File: src/rtl/somador_ponto_flt.sv
`default_nettype none
// ============================================================================
// Module   : somador_ponto_flt
// Purpose  : Multi-cycle IEEE-754-style FP adder/subtractor, fixed 5-cycle latency.
// Options  : FPU_RNE_EN -> round to nearest even; undefined -> truncate.
// Revision : 1.0
// ============================================================================
module somador_ponto_flt #(
    parameter int EXP_W  = 8,
    parameter int FRAC_W = 23
) (
    input  logic                      clk,
    input  logic                      rst,
    input  logic                      in_valid,
    output logic                      in_ready,
    input  logic [EXP_W+FRAC_W:0]     a,
    input  logic [EXP_W+FRAC_W:0]     b,
    input  logic                      sub,
    output logic                      out_valid,
    input  logic                      out_ready,
    output logic [EXP_W+FRAC_W:0]     s,
    output logic [2:0]                flags
);

    localparam int W    = 1 + EXP_W + FRAC_W;
    localparam int SIGW = FRAC_W + 4;
    localparam int XW   = EXP_W + $clog2(FRAC_W + 5) + 2;
    localparam logic [W-1:0] QNAN = {1'b0, {EXP_W{1'b1}}, 1'b1, {(FRAC_W-1){1'b0}}};
    localparam logic signed [XW-1:0] EMAX = $signed({{(XW-EXP_W){1'b0}}, {EXP_W{1'b1}}});

    typedef enum logic [2:0] {
        IDLE  = 3'd0,
        ALIGN = 3'd1,
        SOMA  = 3'd2,
        NORM  = 3'd3,
        ARRED = 3'd4,
        DONE  = 3'd5
    } state_t;

    state_t                 state_q;
    logic [W-1:0]           a_q, b_q;
    logic                   spec_q;
    logic [W-1:0]           spec_res_q;
    logic [2:0]             spec_flg_q;
    logic                   sign_q, effsub_q;
    logic signed [XW-1:0]   exp_q;
    logic [SIGW-1:0]        sig_big_q, sig_sml_q, sig_n_q;
    logic [SIGW:0]          sum_q;
    logic                   out_valid_q;
    logic [W-1:0]           s_q;
    logic [2:0]             flags_q;

    // ---------------- capture-time classification ----------------
    logic                   sa_d, sb_d;
    logic                   a_zero, b_zero, a_inf, b_inf, a_nan, b_nan;
    logic                   spec_d;
    logic [W-1:0]           spec_res_d;
    logic [2:0]             spec_flg_d;

    assign sa_d   = a[W-1];
    assign sb_d   = b[W-1] ^ sub;
    assign a_zero = (a[W-2:FRAC_W] == '0);
    assign b_zero = (b[W-2:FRAC_W] == '0);
    assign a_inf  = (&a[W-2:FRAC_W]) && (a[FRAC_W-1:0] == '0);
    assign b_inf  = (&b[W-2:FRAC_W]) && (b[FRAC_W-1:0] == '0);
    assign a_nan  = (&a[W-2:FRAC_W]) && (a[FRAC_W-1:0] != '0);
    assign b_nan  = (&b[W-2:FRAC_W]) && (b[FRAC_W-1:0] != '0);

    always_comb begin
        spec_d     = 1'b1;
        spec_res_d = '0;
        spec_flg_d = '0;
        if (a_nan || b_nan || (a_inf && b_inf && (sa_d != sb_d))) begin
            spec_res_d = QNAN;
            spec_flg_d = 3'b100;
        end else if (a_inf) begin
            spec_res_d = a;
        end else if (b_inf) begin
            spec_res_d = {sb_d, b[W-2:0]};
        end else if (a_zero && b_zero) begin
            spec_res_d = {sa_d & sb_d, {(W-1){1'b0}}};
        end else if (a_zero) begin
            spec_res_d = {sb_d, b[W-2:0]};
        end else if (b_zero) begin
            spec_res_d = a;
        end else begin
            spec_d = 1'b0;
        end
    end

    // ---------------- alignment ----------------
    logic                   swap_d;
    logic [W-1:0]           big_d, sml_d;
    logic [XW-1:0]          diff_d;
    logic signed [XW-1:0]   exp_big_d;
    logic [SIGW-1:0]        sig_big_d, sig_sml_d;
    logic [2*SIGW-1:0]      wide_d;

    always_comb begin
        swap_d    = (b_q[W-2:0] > a_q[W-2:0]);
        big_d     = swap_d ? b_q : a_q;
        sml_d     = swap_d ? a_q : b_q;
        exp_big_d = $signed(XW'(big_d[W-2:FRAC_W]));
        diff_d    = XW'(big_d[W-2:FRAC_W]) - XW'(sml_d[W-2:FRAC_W]);
        sig_big_d = {1'b1, big_d[FRAC_W-1:0], 3'b000};
        wide_d    = {1'b1, sml_d[FRAC_W-1:0], 3'b000, {SIGW{1'b0}}} >> diff_d;
        // Far-apart operands: only the sticky bit survives the shift.
        if (diff_d >= XW'(SIGW))
            sig_sml_d = {{(SIGW-1){1'b0}}, 1'b1};
        else
            sig_sml_d = {wide_d[2*SIGW-1:SIGW+1], wide_d[SIGW] | (|wide_d[SIGW-1:0])};
    end

    // ---------------- add / normalise ----------------
    logic [SIGW:0]          sum_d;
    logic [XW-1:0]          lz_d;
    logic                   found_d;
    logic [SIGW-1:0]        sig_n_d;
    logic signed [XW-1:0]   exp_n_d;

    assign sum_d = effsub_q ? ({1'b0, sig_big_q} - {1'b0, sig_sml_q})
                            : ({1'b0, sig_big_q} + {1'b0, sig_sml_q});

    always_comb begin
        lz_d    = '0;
        found_d = 1'b0;
        for (int i = SIGW - 1; i >= 0; i--) begin
            if (!found_d) begin
                if (sum_q[i]) found_d = 1'b1;
                else          lz_d    = lz_d + XW'(1);
            end
        end
        if (sum_q[SIGW]) begin
            sig_n_d = {sum_q[SIGW:2], sum_q[1] | sum_q[0]};
            exp_n_d = exp_q + XW'(1);
        end else begin
            sig_n_d = sum_q[SIGW-1:0] << lz_d;
            exp_n_d = exp_q - lz_d;
        end
    end

    // ---------------- rounding and result packing ----------------
    logic [FRAC_W+1:0]      mant_d;
    logic signed [XW-1:0]   exp_r_d;
    logic                   inexact_d;
    logic [W-1:0]           s_d;
    logic [2:0]             flags_d;

    always_comb begin
        inexact_d = |sig_n_q[2:0];
        mant_d    = {1'b0, sig_n_q[SIGW-1:3]};
        exp_r_d   = exp_q;
`ifdef FPU_RNE_EN
        if (sig_n_q[2] && (sig_n_q[1] || sig_n_q[0] || sig_n_q[3]))
            mant_d = mant_d + (FRAC_W+2)'(1);
`endif
        if (mant_d[FRAC_W+1]) begin
            mant_d  = mant_d >> 1;
            exp_r_d = exp_q + XW'(1);
        end

        // A normalised significand always has its hidden bit set, so a clear one means zero.
        if (spec_q) begin
            s_d     = spec_res_q;
            flags_d = spec_flg_q;
        end else if (!mant_d[FRAC_W]) begin
            s_d     = '0;
            flags_d = 3'b000;
        end else if (exp_r_d >= EMAX) begin
            s_d     = {sign_q, {EXP_W{1'b1}}, {FRAC_W{1'b0}}};
            flags_d = 3'b011;
        end else if (exp_r_d[XW-1] || (exp_r_d == '0)) begin
            s_d     = {sign_q, {(W-1){1'b0}}};
            flags_d = 3'b001;
        end else begin
            s_d     = {sign_q, exp_r_d[EXP_W-1:0], mant_d[FRAC_W-1:0]};
            flags_d = {2'b00, inexact_d};
        end
    end

    // ---------------- control ----------------
    always_ff @(posedge clk) begin
        if (rst) begin
            state_q     <= IDLE;
            out_valid_q <= 1'b0;
            s_q         <= '0;
            flags_q     <= '0;
        end else begin
            case (state_q)
                IDLE: begin
                    if (in_valid) begin
                        a_q        <= a;
                        b_q        <= {sb_d, b[W-2:0]};
                        spec_q     <= spec_d;
                        spec_res_q <= spec_res_d;
                        spec_flg_q <= spec_flg_d;
                        state_q    <= ALIGN;
                    end
                end
                ALIGN: begin
                    sign_q    <= big_d[W-1];
                    effsub_q  <= a_q[W-1] ^ b_q[W-1];
                    exp_q     <= exp_big_d;
                    sig_big_q <= sig_big_d;
                    sig_sml_q <= sig_sml_d;
                    state_q   <= SOMA;
                end
                SOMA: begin
                    sum_q   <= sum_d;
                    state_q <= NORM;
                end
                NORM: begin
                    sig_n_q <= sig_n_d;
                    exp_q   <= exp_n_d;
                    state_q <= ARRED;
                end
                ARRED: begin
                    s_q     <= s_d;
                    flags_q <= flags_d;
                    state_q <= DONE;
                end
                DONE: begin
                    // Result is presented one cycle after entering DONE, giving a 5-cycle latency.
                    if (!out_valid_q) begin
                        out_valid_q <= 1'b1;
                    end else if (out_ready) begin
                        out_valid_q <= 1'b0;
                        state_q     <= IDLE;
                    end
                end
                default: state_q <= IDLE;
            endcase
        end
    end

    assign in_ready  = (state_q == IDLE);
    assign out_valid = out_valid_q;
    assign s         = s_q;
    assign flags     = flags_q;

endmodule
`default_nettype wire
File: config.mk
export PLATFORM = sky130hd
export DESIGN_NAME = somador_ponto_flt
export DESIGN_NICKNAME = d
export VERILOG_FILES = /design/src/rtl/somador_ponto_flt.sv
export SDC_FILE = /design/constraint.sdc
export NUM_CORES = 1
export LEC_CHECK = 0
export BUFFER_PORTS_ARGS = -buffer_cell sky130_fd_sc_hd__buf_2
export CAP_MARGIN = 20
export CELL_PAD_IN_SITES_DETAIL_PLACEMENT = 0
export CELL_PAD_IN_SITES_GLOBAL_PLACEMENT = 1
export CORE_ASPECT_RATIO = 1.1
export CORE_UTILIZATION = 49
export DETAILED_ROUTE_END_ITERATION = 10
export GPL_ROUTABILITY_DRIVEN = 0
export PLACE_DENSITY_LB_ADDON = 0.05
export SLEW_MARGIN = 15
export SYNTH_ARGS = -nofsm -noshare
export SYNTH_HDL_FRONTEND = slang
export SYNTH_SLANG_ARGS = --single-unit
File: constraint.sdc
create_clock -name clk -period 23.8 [get_ports clk]
set_clock_uncertainty 0.2 [all_clocks]
set_input_delay 0 -clock clk [delete_from_list [all_inputs] [get_ports clk]]
set_output_delay 0 -clock clk [all_outputs]
set_load 0.05 [all_outputs]
==> metrics.cfg, run 1 <==
[status]
status=finished clean

[clock_tree]
cts_setup_buffers=0
clock-sinks=259
htree_num_levels=1
cts_buffers=29
cts_resized=0
clkLatencyLatePin_ns=0.57
clk_pin_slew_ns=0.06
cts_tree=built
root_buffer=clkbuf_16
clockBufferDepth=3
holdBufCountCts=118

[global_route]
grt.total_usage=0.291
grt_overflow=0
antenna_found_initial=1
grt_start_max_net_pins=63
grt_pass1_wl_um=95900
grt_pass1_vias=17302

[synth]
postSynthAreaPerCell_um2=8.99
synth_area_um2=20200
yosysWarnings=0
synth_flop_cell=edfxtp_1
async_flop_share=0
yosys-top-cells-area=edfxtp_1, ha_1, nor2_1
synth_top_area_share=0.328
synth-seq-cells=259
synth_edf_count=220
synthDistinctLibCells=103
seq_area_frac_synth=0.366
synthCells=2243
synth_top_area_cell=edfxtp_1

[routing]
drc_errors=0
first_pass_iters=6
via_count=17782
drtAntennaViolNets=0
wl_per_cell_um=20.9
first_iter_violations=1536
via_per_inst=6.02
wl_um=61700

[power]
irDropWorstVdd_uv=58.8
p_seq_frac=0.403
p_leak_uw=0.00922
p_switching_uw=426
clkPwrFrac=0.339
p_int_uw=920
p_sw_frac=0.317
combPwrFrac=0.258
p_per_area_nw_per_um2=57.7

[sta]
maxSlewViolCount=0
timing.final.ws_setup_ns=5.28
holdWs_ns=0.0522
tightest_slew_ns=1.05
rsz0062_at_grt=no
setup_viol=0
fin_tns_setup_ns=0
finalCriticalPeriod_ns=18.52
fmax_mhz=54.0
hold_viol_final=0
slew_headroom=0.298
finalCritPeriodShare=0.778

[placement]
port_buffers=105
placed_area_um2=21200
dp_slack_ns=5.38
dp_hpwl_um=46000

[min_path]
whs_path_depth=2
hp-class=in -> reg

[worst_setup_path]
cp_max_fo=27
critPathKind=reg -> reg
reg2reg_depth=93
critPathLaunchType=flop
timing.rr.end=exp_q[13]
crit_start=sum_q[23]
timing.rr.start=sum_q[23]
slowest_delay_ns=0.69
rrSetupSlack_ns=5.28
cp-endpoint=exp_q[13]
crit_top_cell=ha_1
cp_slowest_cell=or4_4
required_ns=24.00
critical_path_arrival_ns=18.72
end_kind=flop

[floorplan]
rows=77
core_um2=40400
num_io_pins=106
die_area_um2=42000
start_util=0.499
dieHeight_um=215
dieWidth_um=195

[layout]
mostFrequentLayoutCells=nor2_1, nand2_1, edfxtp_1
layout.nets=2606
final_common_cell=nor2_1
drive_gt1_frac=0.109
finalInstanceArea_um2=23300
fillCellCount=3517
area_growth_pct=15.8

[flow_run]
cap_violations=0

[how the worst min path moves through the flow]
stage	start	slack, ns	to
after CTS	b[18]	0.005	b_q[18]
after floorplan	a[0]	-0.10	a_q[0]
after global placement	a[1]	0.01	a_q[1]
after global routing	b[14]	0.03	b_q[14]
after detailed placement	a[1]	0.01	a_q[1]
final	b[17]	0.05	b_q[17]
[routing by layer]
layer  global-route usage  routed length, um
met1                0.366              25800
met2                0.503              29900
met3               0.0326               3240
met4                0.130               2760
met5                    0                  0
[layout make-up]
class                           instances  area (um2)  share of cell area
Antenna cell                            1        2.50            0.000107
Clock buffer                           37         786              0.0337
Clock inverter                         17         194             0.00831
Inverter                              127         477              0.0204
Multi-Input combinational cell       1747       11900               0.511
Sequential cell                       259        7390               0.316
Tap cell                              513         642              0.0275
Timing Repair Buffer                  252        1920              0.0824
[worst max-delay path: cells and delay by family (launching register included)]
kind                     cells  cell delay [ns]
multiplexers                 7             1.21
adder cells (fa/ha/maj)     18             5.74
AO/OA/AOI/OAI               27             5.10
buffers and inverters        6             1.20
XOR/XNOR                     5             0.87
flip-flops                   1             0.53
AND/OR/NAND/NOR             30             3.46
[power groups by stage]
stage / logic, uW / clock network [uW] / registers (uW)
floorplan: 231 / 0 / 548
global placement: 324 / 0 / 551
detailed placement: 326 / 0 / 552
CTS: 342 / 465 / 542
global route: 379 / 482 / 545
finish: 348 / 456 / 543
[per-stage QoR]
step	power (uW)	utilization	instances
floorplan	779	-	2247
global placement	875	0.525	2780
detailed placement	877	0.525	2780
CTS	1350	0.578	2952
global route	1410	0.578	2952
finish	1350	0.578	2953
[registers in the layout, summed over array words and instances, names as in the netlist]
name / cells
state_q: 3
spec_q: 1
sum_q: 28
sig_big_q: 23
s: 32
a_q: 32
out_valid: 1
b_q: 32
effsub_q: 1
spec_res_q: 32
flags: 3
spec_flg_q: 1
sign_q: 1
exp_q: 15
sig_n_q: 27
sig_sml_q: 27
[kinds of logic (layout without fill, tap and decap cells)]
kind of cell,Yosys count,in the layout,share of synthesized area
simple gates,812,812,0.193
xor+xnor,130,130,0.0693
mux,108,108,0.0637
flops,259,259,0.366
compound gates,569,569,0.184
other cells,1,6,0.000186
buf+inv,241,433,0.0462
fa+ha+maj,123,123,0.0768
[synthesized netlist by cell type (all sizes together) (43+ instances only)]
cell,n
ha,119
xor2,43
clkbuf,94
o21ai,134
nand3,44
nor2,245
xnor2,79
mux2i,85
inv,126
a21oi,164
nand2,226
edfxtp,220
nor3,85
Note: power is estimated with default switching activity, not from simulation.
==> run 2, diff against run 1 <==
CORE_UTILIZATION = 44   (was 49)
clock period = 15.8 ns   (was 23.8 ns; I/O delays follow)
==> run 2 against run 1 <==
- clock power increased by 51%
- critical endpoint unchanged
- count of clock-buffer cells in the layout decreased by 2
- die area rose by 11%
- largest cell class unchanged
- highest routed layer is now met5
- sequential power is 51% higher
- fmax increased by 21%
- global-route usage fell by 2.2 points
- utilization shrank 4.4 points
- critical path depth increased by 1
==> metrics.cfg, run 2 (same netlist as run 1, synthesis figures left out) <==
[global_route]
grt_overflow=0
grt_pass1_vias=17041
grt_pass1_wl_um=97400
grt.total_usage=0.269
grt_start_max_net_pins=61
antenna_found_initial=1

[power]
p_leak_uw=0.00941
irDropWorstVdd_uv=83.0
p_per_area_nw_per_um2=85.5

[floorplan]
start_util=0.450
num_io_pins=106
rows=81
dieHeight_um=227
core_um2=44800
dieWidth_um=206
die_area_um2=46700

[layout]
final_common_cell=nor2_1
mostFrequentLayoutCells=nor2_1, nand2_1, edfxtp_1
layout.nets=2640
stdcell_count=3054
area_growth_pct=18.7
drive_gt1_frac=0.142
diodes=0
fillCellCount=4152

[sta]
slew_headroom=0.274
fmax_mhz=65.1
tightest_slew_ns=1.09
holdWs_ns=0.0428
rsz0062_at_grt=yes
fin_tns_setup_ns=0
setup_viol=0
maxSlewViolCount=0
finalCritPeriodShare=0.972
finalCriticalPeriod_ns=15.36
hold_viol_final=0

[routing]
via_count=17985
drt-met1-wl_um=27500
wl_per_cell_um=20.8
top_layer_used=met5
met2_length_um=30900
first_pass_iters=6
drtAntennaViolNets=0
drc_errors=0
dr_wl_met3_um=2970
wl_um=63500
via_per_inst=5.89
first_iter_violations=1415

[worst_setup_path]
required_ns=16.00
critPathLaunchType=flop
critical_path_arrival_ns=15.57
timing.rr.end=exp_q[13]
cp_max_fo=5
rrSetupSlack_ns=0.44
crit_top_cell=nor2_1
slowest_delay_ns=0.45
reg2reg_depth=94
timing.rr.start=sum_q[25]
cp_slowest_cell=edfxtp_1
critPathKind=reg -> reg
end_kind=flop

[clock_tree]
root_buffer=clkbuf_16
clockBufferDepth=3
clk_pin_slew_ns=0.06
clkLatencyLatePin_ns=0.58
clock-sinks=259
cts_tree=built
cts_buffers=29
htree_num_levels=1

[min_path]
hp-start=b[13]
min_to=b_q[13]
hp-class=in -> reg
whs_path_depth=2

[placement]
placed_cells=2863
port_buffers=105
dp_hpwl_um=47200

[flow_run]
cap_violations=0

[status]
status=finished clean

[run 2: metal layers]
layer	up-vias	global-route usage
met4	2	0.0939
met2	599	0.462
li1	8632	-
met3	124	0.0243
met1	8628	0.352
met5	-	0
[run 2: metrics by stage]
stage	util	setup slack (ns)	total power, uW	area (um2)
finish	0.534	0.437	2050	23900
CTS	0.528	0.00784	2040	23700
detailed placement	0.479	-0.209	1330	21500
floorplan	-	0.0107	1180	20300
global placement	0.479	0.160	1320	21500
global route	0.534	-0.545	2140	23900
[run 2: final cells by class]
cell class	count	area, um2	share of cell area
Inverter	127	478	0.0200
Sequential cell	259	7390	0.309
Clock buffer	35	748	0.0313
Tap cell	581	727	0.0304
Multi-Input combinational cell	1747	12200	0.510
Timing Repair Buffer	286	2170	0.0906
Clock inverter	19	229	0.00957
[run 2: worst max-delay path by stage]
| stage | startpoint | to | slack (ns) |
|---|---|---|---|
| floorplan | sum_q[23] | exp_q[13] | 0.01 |
| global placement | sum_q[25] | exp_q[13] | 0.16 |
| detailed placement | sum_q[25] | exp_q[13] | -0.21 |
| CTS | sum_q[25] | exp_q[13] | 0.008 |
| global route | sum_q[25] | exp_q[13] | -0.54 |
| finish | sum_q[25] | exp_q[13] | 0.44 |
[run 2: power by group]
group	total [uW]	internal (uW)	switching (uW)	leakage, uW
Combinational	540	208	332	0.00664
Clock	688	406	282	0.000456
Sequential	818	786	31.8	0.00231
Total	2050	1400	646	0.00941
[run 2: critical path: cells and delay by family, from the launching register on]
family | cells | cell delay [ns]
adder cells (fa/ha/maj) | 19 | 5.13
AO/OA/AOI/OAI | 29 | 4.45
buffers and inverters | 6 | 0.44
AND/OR/NAND/NOR | 28 | 2.36
XOR/XNOR | 5 | 0.91
multiplexers | 7 | 1.20
flip-flops | 1 | 0.45
[run 2: what timing repair did]
| action | in CTS | in global routing |
|---|---|---|
| hold buffers | 113 | 0 |
| hold endpoints to repair | 173 | 0 |
| endpoints found under the setup margin | 3 | 31 |
| buffers inserted | 8 | 16 |
| pin swaps | 9 | 72 |
| gates resized for setup | 7 | 39 |
==> run 3, diff against run 2 <==
CORE_UTILIZATION = 25   (was 44)
==> run 3 against run 2 <==
- final cell count up 17%
- sequential share of layout area down 1.2 points
- utilization down 22 points
- critical path depth unchanged
- count of clock-buffer cells in the layout down 2
- total power up 3.3%
- largest cell class unchanged
==> metrics.cfg, run 3 (same netlist as run 1, synthesis figures left out) <==
[clock_tree]
clockBufferDepth=3
htree_num_levels=1
cts_tree=built
clk_pin_slew_ns=0.06
clkLatencyLatePin_ns=0.60
cts_buffers=31
clock-sinks=259
root_buffer=clkbuf_16

[layout]
final_common_cell=nor2_1
seq_area_um2=7390
finalInstanceArea_um2=24900
stdcell_count=3560
mostFrequentLayoutCells=nor2_1, nand2_1, edfxtp_1
layout.nets=2680
area_growth_pct=23.6
diodes=0
drive_gt1_frac=0.158
post-route-util=0.314
fillCellCount=8265
multi_input_area_um2=12300

[sta]
fin_tns_setup_ns=0
setup_viol=0
hold_viol_final=0
fmax_mhz=64.8
finalCritPeriodShare=0.977
finalCriticalPeriod_ns=15.43
slew_headroom=0.279
maxSlewViolCount=0
timing.final.ws_setup_ns=0.368
rsz0062_at_grt=yes
tightest_slew_ns=1.08

[flow_run]
cap_violations=0

[routing]
dr_wl_met3_um=2220
drc_errors=0
drtAntennaViolNets=0
via_per_inst=5.01
via_count=17846
first_iter_violations=1111
met2_length_um=37300
wl_um=76200
top_layer_used=met4
wl_per_cell_um=21.4
first_pass_iters=7
drt-met1-wl_um=34500

[placement]
port_buffers=105
dp_hpwl_um=58600
placed_cells=3359
dp_slack_ns=-0.186
placed_area_um2=22300

[status]
status=finished clean

[floorplan]
dieWidth_um=273
rows=108
core_um2=79300
start_util=0.254
num_io_pins=106
die_area_um2=81800
dieHeight_um=300

[global_route]
grt.total_usage=0.183
grt_start_max_net_pins=80
grt_pass1_vias=18170
grt_overflow=0
antenna_found_initial=0
grt_pass1_wl_um=115000

[worst_setup_path]
cp_slowest_cell=edfxtp_1
end_kind=flop
critPathKind=reg -> reg
critical_path_buf_inv_count=6
rrSetupSlack_ns=0.37
crit_family=adder cells
critPathLaunchType=flop
cp_max_fo=4
crit_top_cell=nor2_1
critical_path_arrival_ns=15.65
slowest_delay_ns=0.44
required_ns=16.01

[power]
irDropWorstVdd_uv=80.8
p_leak_uw=0.00965
p_per_area_nw_per_um2=84.7

[min_path]
hp-class=in -> reg

[run 3: cell count changes in the layout (fill, tap and decap cells not counted), sizes merged]
| cell | previous run | this run |
|---|---|---|
| buf | 173 | 202 |
| clkinv | 9 | 16 |
| clkinvlp | 6 | 4 |
| dlygate4sd3 | 113 | 122 |
| inv | 127 | 129 |
| clkbuf | 35 | 33 |
| bufinv | 4 | 3 |
[run 3: power by group]
part	internal (uW)	total, uW	leakage (uW)	switching, uW
clock network	411	721	0.000491	311
registers	786	818	0.00231	32.7
logic	216	572	0.00684	356
total	1410	2110	0.00965	700
[run 3: path summary, 6_finish.rpt]
check | start | endpoint | cells past startpoint
setup / recovery | sum_q[25] | exp_q[13] | 94
hold / removal | a[31] | a_q[31] | 2
setup reg to reg | sum_q[25] | exp_q[13] | 94
hold reg to reg | flags[1] | flags[1] | 2
[run 3: through the flow]
stage               hold WS, ns  total power [uW]
CTS                     0.00262              2130
finish                   0.0381              2110
detailed placement       0.0208              1370
global placement         0.0152              1370
global route             0.0122              2220
floorplan                -0.101              1180
[run 3: what timing repair did]
| action | 4_1_cts | 5_1_grt |
|---|---|---|
| gates resized for setup | 4 | 54 |
| hold buffers | 122 | 0 |
| pin swaps | 4 | 72 |
| endpoints found under the hold margin | 155 | 0 |
| buffers inserted | 5 | 15 |
| setup endpoints to repair | 4 | 30 |
[run 3: worst register-to-register path, delay by kind of cell, from the launching register on]
kind | cells | cell delay, ns
flops | 1 | 0.44
simple gates | 28 | 2.49
mux | 7 | 1.15
buf+inv | 6 | 0.46
xor+xnor | 5 | 0.87
compound gates | 29 | 4.54
fa+ha+maj | 19 | 5.15
[run 3: final cells by class]
class | instances | area share
well taps | 1045 | 0.0525
clock buffers | 33 | 0.0314
inverters | 127 | 0.0192
clock inverters | 25 | 0.00934
flip-flops and latches | 259 | 0.296
multi-input cells | 1747 | 0.492
repair buffers | 324 | 0.0994
[run 3: metal layers]
metal	track usage	vias to the layer above
li1	-	8734
met1	0.239	8629
met2	0.321	383
met3	0.0128	100
met4	0.0562	0
met5	0	-
